## src/rtl/neuron_run_sequencer.sv

```systemverilog
// ----------------------------------------------------------------------------
// neuron_run_sequencer
//
// Purpose:
//   Loads the synapse input and weight registers of a neuron datapath from a
//   byte stream, then runs the neuron for a requested number of enabled
//   timesteps and counts the spikes it produces. A run is a start/done
//   transaction and can be cut short with abort.
//
// Ports:
//   i_clk, i_reset          clock, asynchronous active-high reset
//   i_byte_in/_valid        byte load stream; o_byte_ready high only in IDLE
//   i_byte_is_weight        1 = byte goes to weights, 0 = byte goes to inputs
//   i_start, i_steps        run request; steps sampled together with start
//   i_abort                 terminate a run in progress without done
//   i_spike_in              neuron spike output
//   o_neuron_clear          one-cycle pulse clearing neuron membrane state
//   o_neuron_enable         neuron timestep enable
//   o_inputs_out            synapse input register
//   o_weights_out           weight register
//   o_busy                  run in progress (RUN or DRAIN)
//   o_done                  one-cycle pulse at end of a completed run
//   o_spike_count           spikes counted in the last/current run
// ----------------------------------------------------------------------------
module neuron_run_sequencer #(
    parameter int SYNAPSES      = 32,
    parameter int STEPS_BITS    = 8,
    parameter int SPIKE_LATENCY = 1
) (
    input  logic                  i_clk,
    input  logic                  i_reset,
    input  logic [7:0]            i_byte_in,
    input  logic                  i_byte_valid,
    input  logic                  i_byte_is_weight,
    output logic                  o_byte_ready,
    input  logic                  i_start,
    input  logic [STEPS_BITS-1:0] i_steps,
    input  logic                  i_abort,
    input  logic                  i_spike_in,
    output logic                  o_neuron_clear,
    output logic                  o_neuron_enable,
    output logic [SYNAPSES-1:0]   o_inputs_out,
    output logic [SYNAPSES-1:0]   o_weights_out,
    output logic                  o_busy,
    output logic                  o_done,
    output logic [STEPS_BITS-1:0] o_spike_count
);

    localparam int DRAIN_W = $clog2(SPIKE_LATENCY + 1);

    typedef enum logic [1:0] {
        S_IDLE  = 2'd0,
        S_RUN   = 2'd1,
        S_DRAIN = 2'd2,
        S_DONE  = 2'd3
    } state_t;

    state_t                  r_state;
    logic [SYNAPSES-1:0]     r_inputs;
    logic [SYNAPSES-1:0]     r_weights;
    logic [STEPS_BITS-1:0]   r_remaining;
    logic [STEPS_BITS-1:0]   r_spike_count;
    logic [DRAIN_W-1:0]      r_drain;
    logic [SPIKE_LATENCY-1:0] r_en_hist;
    logic                    r_byte_ready;
    logic                    r_clear;
    logic                    r_enable;
    logic                    r_busy;
    logic                    r_done;

    logic [SYNAPSES-1:0]      w_inputs_shift;
    logic [SYNAPSES-1:0]      w_weights_shift;
    logic [SPIKE_LATENCY-1:0] w_hist_next;
    logic                     w_accept;
    logic                     w_in_run;
    logic                     w_sample;
    logic                     w_count_full;

    // Byte shift-in: with an 8-bit register the byte simply replaces it.
    generate
        if (SYNAPSES == 8) begin : g_shift8
            assign w_inputs_shift  = i_byte_in;
            assign w_weights_shift = i_byte_in;
        end else begin : g_shiftn
            assign w_inputs_shift  = {r_inputs[SYNAPSES-9:0], i_byte_in};
            assign w_weights_shift = {r_weights[SYNAPSES-9:0], i_byte_in};
        end
    endgenerate

    // Enable history: bit k holds the enable seen k+1 cycles ago, so the top
    // bit says whether this cycle's spike_in belongs to an enabled timestep.
    generate
        if (SPIKE_LATENCY == 1) begin : g_hist1
            assign w_hist_next = r_enable;
        end else begin : g_histn
            assign w_hist_next = {r_en_hist[SPIKE_LATENCY-2:0], r_enable};
        end
    endgenerate

    assign w_accept     = i_byte_valid & r_byte_ready;
    assign w_in_run     = (r_state == S_RUN) || (r_state == S_DRAIN);
    // Gate on RUN/DRAIN so stale history never counts after leaving a run.
    assign w_sample     = w_in_run & r_en_hist[SPIKE_LATENCY-1] & i_spike_in;
    assign w_count_full = &r_spike_count;

    always_ff @(posedge i_clk or posedge i_reset) begin
        if (i_reset) begin
            r_state       <= S_IDLE;
            r_inputs      <= '0;
            r_weights     <= '1;
            r_remaining   <= '0;
            r_spike_count <= '0;
            r_drain       <= '0;
            r_en_hist     <= '0;
            r_byte_ready  <= 1'b1;
            r_clear       <= 1'b0;
            r_enable      <= 1'b0;
            r_busy        <= 1'b0;
            r_done        <= 1'b0;
        end else begin
            r_clear   <= 1'b0;
            r_done    <= 1'b0;
            r_en_hist <= w_hist_next;

            if (w_accept) begin
                if (i_byte_is_weight) r_weights <= w_weights_shift;
                else                  r_inputs  <= w_inputs_shift;
            end

            // Saturating spike counter.
            if (w_sample && !w_count_full)
                r_spike_count <= r_spike_count + STEPS_BITS'(1);

            case (r_state)
                S_IDLE: begin
                    // Start has priority over abort here; abort is a no-op in IDLE.
                    if (i_start) begin
                        r_remaining   <= i_steps;
                        r_spike_count <= '0;
                        r_clear       <= 1'b1;
                        r_byte_ready  <= 1'b0;
                        if (i_steps != '0) begin
                            r_state  <= S_RUN;
                            r_enable <= 1'b1;
                            r_busy   <= 1'b1;
                        end else begin
                            r_state <= S_DONE;
                            r_done  <= 1'b1;
                        end
                    end
                end

                S_RUN: begin
                    if (i_abort) begin
                        r_state      <= S_IDLE;
                        r_enable     <= 1'b0;
                        r_busy       <= 1'b0;
                        r_byte_ready <= 1'b1;
                        r_en_hist    <= '0;
                    end else if (r_remaining == STEPS_BITS'(1)) begin
                        // Last enabled step is this cycle; wait out the spike latency.
                        r_state  <= S_DRAIN;
                        r_enable <= 1'b0;
                        r_drain  <= DRAIN_W'(SPIKE_LATENCY);
                    end else begin
                        r_remaining <= r_remaining - STEPS_BITS'(1);
                    end
                end

                S_DRAIN: begin
                    if (i_abort) begin
                        r_state      <= S_IDLE;
                        r_busy       <= 1'b0;
                        r_byte_ready <= 1'b1;
                        r_en_hist    <= '0;
                    end else if (r_drain == DRAIN_W'(1)) begin
                        r_state <= S_DONE;
                        r_busy  <= 1'b0;
                        r_done  <= 1'b1;
                    end else begin
                        r_drain <= r_drain - DRAIN_W'(1);
                    end
                end

                S_DONE: begin
                    r_state      <= S_IDLE;
                    r_byte_ready <= 1'b1;
                end

                default: begin
                    r_state      <= S_IDLE;
                    r_enable     <= 1'b0;
                    r_busy       <= 1'b0;
                    r_byte_ready <= 1'b1;
                end
            endcase
        end
    end

    assign o_byte_ready    = r_byte_ready;
    assign o_neuron_clear  = r_clear;
    assign o_neuron_enable = r_enable;
    assign o_inputs_out    = r_inputs;
    assign o_weights_out   = r_weights;
    assign o_busy          = r_busy;
    assign o_done          = r_done;
    assign o_spike_count   = r_spike_count;

endmodule

```

## config.mk

```make
export PLATFORM = sky130hd
export DESIGN_NAME = neuron_run_sequencer
export DESIGN_NICKNAME = d
export VERILOG_FILES = /design/src/rtl/neuron_run_sequencer.sv
export SDC_FILE = /design/constraint.sdc
export NUM_CORES = 1
export LEC_CHECK = 0
export BUFFER_PORTS_ARGS = -buffer_cell sky130_fd_sc_hd__buf_4
export CAP_MARGIN = 10
export CORE_MARGIN = 2
export CORE_UTILIZATION = 50
export DETAILED_ROUTE_END_ITERATION = 12
export PLACE_DENSITY_LB_ADDON = 0.2
export SYNTH_ARGS = -nofsm -noshare
export SYNTH_HDL_FRONTEND = slang
export SYNTH_SLANG_ARGS = --single-unit
```

## constraint.sdc

```tcl
create_clock -name i_clk -period 3.6 [get_ports i_clk]
set_input_delay 0.72 -clock i_clk [delete_from_list [all_inputs] [get_ports i_clk]]
set_output_delay 0.72 -clock i_clk [all_outputs]
set_load 0.05 [all_outputs]
```

==> impl_metrics.csv, run 1 <==
group,metric,value,unit
run,maxCapViolCount,0,
synth,synth_common_cells,"mux2_2 (65), dfrtp_1 (56), dfstp_2 (33), nor2_1 (18), nand2_1 (14)",
synth,async_reset_ff_frac,1.00,
cts,cts_setup_buffers,0,
final_layout,fin_area,0.00489,mm2
final_layout,num-fill-cells,598,
detailed_routing,wirelength,7590,um
timing,clock_skew,0.00900,ns
cts,cts-root-buf,"clkbuf_8",
setup_path,crit_chain,"inv_1 > ha_1 > nor2b_1 > o211a_4 > nand4b_2 > xnor2_1 > a221o_1",
setup_path,critPathArrivalTime,2.54,ns
floorplanning,core_area,0.00733,mm2
timing,worst_slew_pin_slew,0.733,ns
placement,io_buffers,99,
global_routing,grt_usage,0.189,
setup_path,crit_family,"adder cells",
synth,avgSynthCellArea,13.2,um2
setup_path,cp_num_buf_inv,1,
timing,drv_slew,0,
timing,fin_crit_sh,0.641,
setup_path,end_kind,"register",
cts,cts_tree,"yes",
floorplanning,die_area,0.00836,mm2
cts,path_clk_slew,0.09,ns
setup_path,startpoint_type,"register",
timing,setup_viol,0,
floorplanning,die_h,91.4,um
synth,synth.area.mux_share,0.199,
floorplanning,die_w,91.4,um
setup_path,crit_path_max_incr_delay,0.53,ns
synth,synth_seq_cells,89,
setup_path,ff2ff_setup_slack,1.29,ns
final_layout,layout.nets,425,
global_routing,grtUsageMet1,0.247,
global_routing,grt.overflow.total,0,
synth,synthesis.nets,320,
placement,gp_congestion,0.838,
setup_path,crit_required,3.83,ns
final_layout,diodes,0,
run_status,status,"finished clean",
detailed_routing,initialDrtViolationCount,104,
detailed_routing,firstDrtPassIters,4,
synth,synthSimpleGateAreaFrac,0.0871,
synth,synth_cell_type_count,39,
min_path,hp-class,"in2async",
synth,synth_fa_ha_area_frac,0.0262,
timing,slew_headroom,0.510,
global_routing,antenna_found_initial,0,
synth,yosys_most_used_dff,"dfrtp_1",
synth,synthTopCellsByArea,"dfrtp_1 (37%), dfstp_2 (23%), mux2_2 (19%)",
synth,ys_seq_area_frac,0.594,
global_routing,grt_pass1_wl,12600,um
final_layout,multi_input_area,0.00149,mm2
placement,hpwl,5550,um
synth,synth_top_area_frac,0.367,
detailed_routing,drc,0,
placement,pre_cts_slack,1.30,ns
setup_path,criticalPathCategory,"reg2reg",
floorplanning,fp-row-count,31,
detailed_routing,via_count,2631,
synth,synth_area,0.00382,mm2
setup_path,reg2reg_depth,7,
timing,rsz0062_at_grt,"false",
synth,postSynthCellCount,289,
setup_path,cp.depth,7,
timing,period_needed,2.31,ns
timing,fin_setup_tns,0,ns
synth,synth_most_common_cell,"mux2_2",
timing,max_freq,433,MHz
global_routing,grtUsageMet3,0.0448,
detailed_routing,wire_per_inst,15.2,um
cts,postCtsResizedCells,0,
timing,setup_slack,1.29,ns
cts,clk_latency,0.35,ns
floorplanning,start_util,0.521,
synth,synth_top_cell_by_area,"dfrtp_1",
detailed_routing,drtAntennaViolNets,0,
synth,synth_enable_flop_cells,0,
global_routing,met2_usage,0.308,
global_routing,grt.busiest_layer,"met2",
cts,ctsHtreeMaxLevel,3,
synth,synth_top_family_by_area,"multiplexers",
setup_path,cp_max_fo,17,
final_layout,area_delta_synth_final,28.0,%
placement,placed_cell_area,0.00469,mm2
synth,synth-compound-area-share,0.0622,
global_routing,grt_max_degree,37,
setup_path,slowest_stage,"ha_1",
cts,cts_made_buffers,9,
final_layout,final-seq-area,0.00227,mm2
floorplanning,num_io_pins,100,
final_layout,final_core_util,0.667,
synth,yosysWarnings,0,
timing,hold_violations,0,
cts,cts.sinks,89,
synth,synth_xor_area_frac,0.0138,
final_layout,layout-drive-gt1-share,0.561,
cts,cts_hold_buf,0,
cts,clk_path_buf_depth,2,
global_routing,first_global_vias,2654,
detailed_routing,vias_per_cell,5.28,
registers in the layout, summed over array words and instances, names as in the netlist, 2 cells and up:
register / flops
o_spike_count: 8
o_inputs_out: 32
o_weights_out: 32
r_state: 2
r_remaining: 8
cell families (layout without fill, tap and decap cells):
family          after synthesis  after routing
compound gates               35             35
buf+inv                      18            128
simple gates                 65             65
mux                          68             68
fa+ha+maj                     8              8
xor+xnor                      6              6
flops                        89             89
final timing paths:
kind / end / from
worst max-delay path: r_remaining[7] / r_state[1]
worst min-delay path: o_spike_count[5] / i_reset
worst max register to register: r_remaining[7] / r_state[1]
worst min register to register: o_inputs_out[28] / o_inputs_out[28]
max in group asynchronous: o_weights_out[8] / i_reset
min in group i_clk: o_inputs_out[28] / o_inputs_out[28]
layout make-up:
cell class                      count  share of cell area
Multi-Input combinational cell    182               0.304
Timing Repair Buffer              103               0.158
Inverter                            9             0.00716
Clock buffer                        9              0.0253
Sequential cell                    89               0.464
Tap cell                           99              0.0253
Clock inverter                      7              0.0169
per-layer routing:
metal | vias up | share of wire | routed length [um]
met5 | - | 0 | 0
met4 | 0 | 0.014 | 110
met3 | 12 | 0.056 | 423
met2 | 74 | 0.49 | 3690
met1 | 1307 | 0.44 | 3370
li1 | 1238 | - | -
layout by cell type (no fill, tap or decap), drive strengths merged, types with 2 or more instances in the layout:
master and n:
a211oi 2, a21oi 10, buf 103, clkbuf 9, dfrtp 56, dfstp 33, ha 8, inv 14
mux2 65, mux2i 3, nand2 14, nand2b 6, nand3 7, nand3b 2, nand4 2, nor2 18
nor2b 3, nor3 4, nor4 3, o21ai 9, o22ai 3, or3 3, xnor2 5
metrics by stage:
| stage | instances | hold slack (ns) |
|---|---|---|
| detailed placement | 482 | 0.496 |
| finish | 498 | 0.374 |
| global route | 498 | 0.391 |
| floorplan | 289 | 0.460 |
| global placement | 482 | 0.492 |
| CTS | 498 | 0.374 |
Power of run 1 is left out: the tool's default activity adds up to more than one toggle a clock period on the data nets, which glitch-free logic cannot reach.
==> inputs of run 2 (changes only) <==
Settings changed: CORE_UTILIZATION 50 to 47.
Clock period 3.6 ns to 2 ns, I/O delays scaled along.
==> run 2 against run 1 <==
  * Count of clock-buffer cells in the layout grew 1
  * Design area grew 1.7%
  * Hold slack lost 0.20 ns
  * Register-to-register slack lost 1.2 ns
  * Global-route usage shrank 1.1 points
  * Critical path depth is the same
  * Via count shrank 0.80%
  * Sequential cell count is the same
  * Clock skew grew 0.0034 ns
  * Critical path type unchanged
  * Largest cell class unchanged
  * Highest routed layer unchanged
==> impl_metrics.csv, run 2 (same netlist as run 1, synthesis figures left out) <==
group,metric,value,unit
run_status,status,"finished clean",
global_routing,grt.overflow.total,0,
placement,hpwl,5340,um
cts,cts-root-buf,"clkbuf_8",
timing,period_needed,1.94,ns
final_layout,diodes,0,
cts,cts_hold_buf,0,
timing,fin_crit_sh,0.972,
detailed_routing,drtAntennaViolNets,0,
setup_path,crit_required,2.23,ns
detailed_routing,wire_per_inst,14.8,um
cts,cts_made_buffers,9,
cts,cts_tree,"yes",
timing,whs,0.176,ns
floorplanning,num_io_pins,100,
global_routing,grt_pass1_wl,12300,um
final_layout,area_delta_synth_final,30.2,%
run,maxCapViolCount,0,
setup_path,cp_max_fo,6,
floorplanning,start_util,0.489,
detailed_routing,initialDrtViolationCount,68,
floorplanning,die_area,0.00887,mm2
setup_path,startpoint_type,"register",
detailed_routing,firstDrtPassIters,4,
setup_path,end_kind,"register",
timing,setup_viol,0,
timing,slew_headroom,0.694,
floorplanning,die_h,94.2,um
cts,path_clk_slew,0.09,ns
timing,max_freq,514,MHz
final_layout,layout.nets,431,
timing,worst_slew_pin_slew,0.460,ns
global_routing,antenna_found_initial,0,
global_routing,first_global_vias,2527,
detailed_routing,vias_per_cell,5.15,
placement,gp_congestion,0.819,
timing,hold_violations,0,
final_layout,most-common-layout-cells,"buf_4 (106), mux2_2 (65), dfrtp_1 (56)",
placement,io_buffers,99,
cts,clk_latency,0.34,ns
cts,ctsHtreeMaxLevel,3,
setup_path,critPathArrivalTime,2.18,ns
floorplanning,core_area,0.00781,mm2
timing,drv_slew,0,
global_routing,grt_usage,0.177,
global_routing,grt_max_degree,90,
final_layout,layout-drive-gt1-share,0.578,
detailed_routing,drc,0,
detailed_routing,via_count,2610,
floorplanning,fp-row-count,32,
timing,clock_skew,0.0124,ns
min_path,hp-class,"in2async",
setup_path,criticalPathCategory,"reg2reg",
detailed_routing,wirelength,7500,um
cts,cts.sinks,89,
final_layout,final_common_cell,"buf_4",
cts,clk_path_buf_depth,2,
floorplanning,die_w,94.2,um
run 2: routing by layer:
layer | GRT usage | routed length, um | vias up
li1 | - | - | 1249
met1 | 0.224 | 3230 | 1283
met2 | 0.298 | 3790 | 69
met3 | 0.0417 | 402 | 9
met4 | 0.0616 | 80 | 0
met5 | 0 | 0 | -
run 2: layout make-up:
class / count / area (um2)
clock buffer: 10 / 128
clock inverter: 6 / 47.5
fill: 668 / 2830
inverter: 9 / 37.5
multi-input combinational: 182 / 1510
sequential: 89 / 2270
tap: 102 / 128
timing repair buffer: 109 / 856
run 2: worst paths after layout:
path / startpoint / end / slack (ns) / depth (start not counted)
max: r_remaining[1] / r_remaining[7] / 0.06 / 7
min reg2reg: o_inputs_out[28] / o_inputs_out[28] / 0.52 / 1
max reg2reg: r_remaining[1] / r_remaining[7] / 0.06 / 7
max in group asynchronous: i_reset / o_byte_ready / 1.44 / 3
min: i_reset / o_spike_count[4] / 0.18 / 3
min in group i_clk: i_steps[3] / r_remaining[3] / 0.28 / 3
run 2: metrics by stage:
stage          area, um2  std cells  worst slack, ns   util  setup TNS (ns)
2_1_floorplan       3820        289           0.0916      -               0
6_report            4970        507           0.0556  0.637               0
5_1_grt             4970        507         -0.00239  0.637        -0.00239
4_1_cts             4930        504         0.000143  0.631               0
3_5_place_dp        4750        488         -0.00529  0.609        -0.00529
3_3_place_gp        4750        488           0.0407  0.609               0
run 2: timing repair:
item	4_1_cts	5_1_grt
buffers inserted	0	3
endpoints found under the setup margin	1	6
gates resized for setup	1	6
pin swaps	0	2
run 2: critical path, cell delays in order (launching register included):
cell      delay (ns)
dfrtp_1         0.41
inv_2           0.07
ha_1            0.12
or4b_4          0.50
o211a_4         0.28
nand4b_2        0.09
xnor2_1         0.08
a221o_1         0.29
Power of run 2 is left out for the same reason.
==> inputs of run 3 (changes only) <==
Settings changed: SETUP_SLACK_MARGIN set to 0.3.
==> run 3 against run 2 <==
  * Global-route usage rose by 1.3 points
  * Design area rose by 2.6%
  * Sequential cell count did not move
  * Clock skew fell by 0.0039 ns
  * Routed wire length rose by 6.8%
  * Sequential share of layout area fell by 1.1 points
  * Critical endpoint unchanged
  * Highest routed layer unchanged
==> impl_metrics.csv, run 3 (same netlist as run 1, synthesis figures left out) <==
group,metric,value,unit
run_status,status,"finished clean",
placement,pre_cts_slack,0.0472,ns
setup_path,end_kind,"register",
global_routing,first_global_vias,2732,
timing,worst_slew_pin_slew,0.440,ns
floorplanning,num_io_pins,100,
placement,io_buffers,99,
detailed_routing,vias_per_cell,5.23,
timing,slew_headroom,0.704,
cts,ctsHtreeMaxLevel,3,
timing,period_needed,1.90,ns
setup_path,r2r_start,"r_remaining[1]",
timing,fin_setup_tns,0,ns
detailed_routing,wirelength,8000,um
setup_path,crit_path_max_incr_delay,0.47,ns
setup_path,critPathArrivalTime,2.13,ns
detailed_routing,drc,0,
setup_path,cp_num_buf_inv,1,
global_routing,grt_usage,0.191,
min_path,hp-class,"in2reg",
timing,rsz0062_at_grt,"true",
timing,clock_skew,0.00853,ns
timing,max_freq,527,MHz
global_routing,grt_pass1_wl,13000,um
cts,cts-root-buf,"clkbuf_8",
final_layout,layout-drive-gt1-share,0.621,
setup_path,crit_required,2.24,ns
detailed_routing,firstDrtPassIters,4,
cts,clk_latency,0.35,ns
setup_path,criticalPathCategory,"reg2reg",
floorplanning,core_area,0.00781,mm2
floorplanning,die_w,94.2,um
cts,cts.sinks,89,
timing,fin_crit_sh,0.949,
cts,cts_made_buffers,9,
min_path,hold_start,"i_byte_in[2]",
setup_path,crit_chain,"inv_2 > ha_1 > or4b_4 > o211a_4 > nand4b_2 > xnor2_1 > a221o_1",
timing,hold_violations,0,
detailed_routing,via_count,2701,
floorplanning,die_h,94.2,um
final_layout,final_common_cell,"buf_4",
placement,dp_cells,489,
cts,cts_tree,"yes",
final_layout,final-instance-count-excl-fill,516,
setup_path,cp_max_fo,5,
floorplanning,die_area,0.00887,mm2
setup_path,crit_family,"compound AO/OA/AOI/OAI gates",
placement,placed_cell_area,0.00479,mm2
run,maxCapViolCount,0,
setup_path,slowest_stage,"or4b_4",
final_layout,diodes,0,
cts,clk_path_buf_depth,2,
global_routing,grt.overflow.total,0,
placement,hpwl,5720,um
global_routing,antenna_found_initial,0,
detailed_routing,initialDrtViolationCount,78,
setup_path,critPathLaunch,"r_remaining[1]",
global_routing,grt_max_degree,44,
detailed_routing,wire_per_inst,15.5,um
placement,gp_congestion,0.815,
final_layout,fin_area,0.00510,mm2
detailed_routing,drtAntennaViolNets,0,
cts,path_clk_slew,0.09,ns
timing,setup_viol,0,
final_layout,most-common-layout-cells,"buf_4 (112), mux2_2 (65), dfrtp_1 (53)",
timing,setup_slack,0.102,ns
timing,drv_slew,0,
floorplanning,start_util,0.489,
setup_path,startpoint_type,"register",
final_layout,layout.nets,440,
floorplanning,fp-row-count,32,
final_layout,area_delta_synth_final,33.6,%
==> run 3: cell types whose count changed in the layout (fill, tap and decap cells not counted), sizes merged <==
| cell | previous run | this run |
|---|---|---|
| clkbuf | 10 | 11 |
| buf | 109 | 116 |
| clkinv | 2 | 1 |
| inv | 12 | 13 |
| dlygate4sd3 | 0 | 1 |
==> run 3: per-layer routing <==
| metal | GRT usage | vias up | wire [um] |
|---|---|---|---|
| met4 | 0.0942 | 0 | 162 |
| li1 | - | 1266 | - |
| met3 | 0.0313 | 13 | 410 |
| met5 | 0 | - | 0 |
| met2 | 0.310 | 79 | 4070 |
| met1 | 0.247 | 1343 | 3360 |
==> run 3: final cells by class <==
class / instances / area (um2)
fillers: 599 / 2700
flip-flops and latches: 89 / 2270
multi-input cells: 182 / 1570
repair buffers: 118 / 927
clock buffers: 10 / 128
well taps: 102 / 128
clock inverters: 6 / 38.8
inverters: 9 / 37.5
==> run 3: worst register-to-register path, delay by kind of cell, from the launching register on <==
kind            cells  cell delay [ns]
compound gates      2             0.57
simple gates        2             0.56
flops               1             0.40
fa+ha+maj           1             0.12
xor+xnor            1             0.07
buf+inv             1             0.06
==> run 3: timing repair <==
action                                  4_1_cts  5_1_grt
setup buffers                                 4        6
pin swaps                                     2        3
hold buffers                                  1        0
resized for setup                             9        7
hold endpoints to repair                     10        0
endpoints found under the setup margin       14       17
==> run 3: stage by stage <==
step / utilization / hold slack (ns)
final: 0.654 / 0.279
after global routing: 0.654 / 0.264
after CTS: 0.646 / 0.251
after detailed placement: 0.614 / 0.378
after global placement: 0.614 / 0.377
after floorplan: - / 0.460
==> run 3: worst paths after layout <==
path / endpoint / slack [ns] / depth (start not counted)
max in group asynchronous: o_byte_ready / 0.87 / 4
min reg2reg: o_inputs_out[31] / 0.51 / 1
max: r_remaining[7] / 0.10 / 7
min in group asynchronous: o_spike_count[5] / 0.55 / 3
min: o_inputs_out[2] / 0.28 / 2
max reg2reg: r_remaining[7] / 0.10 / 7
Power of run 3 is left out for the same reason.
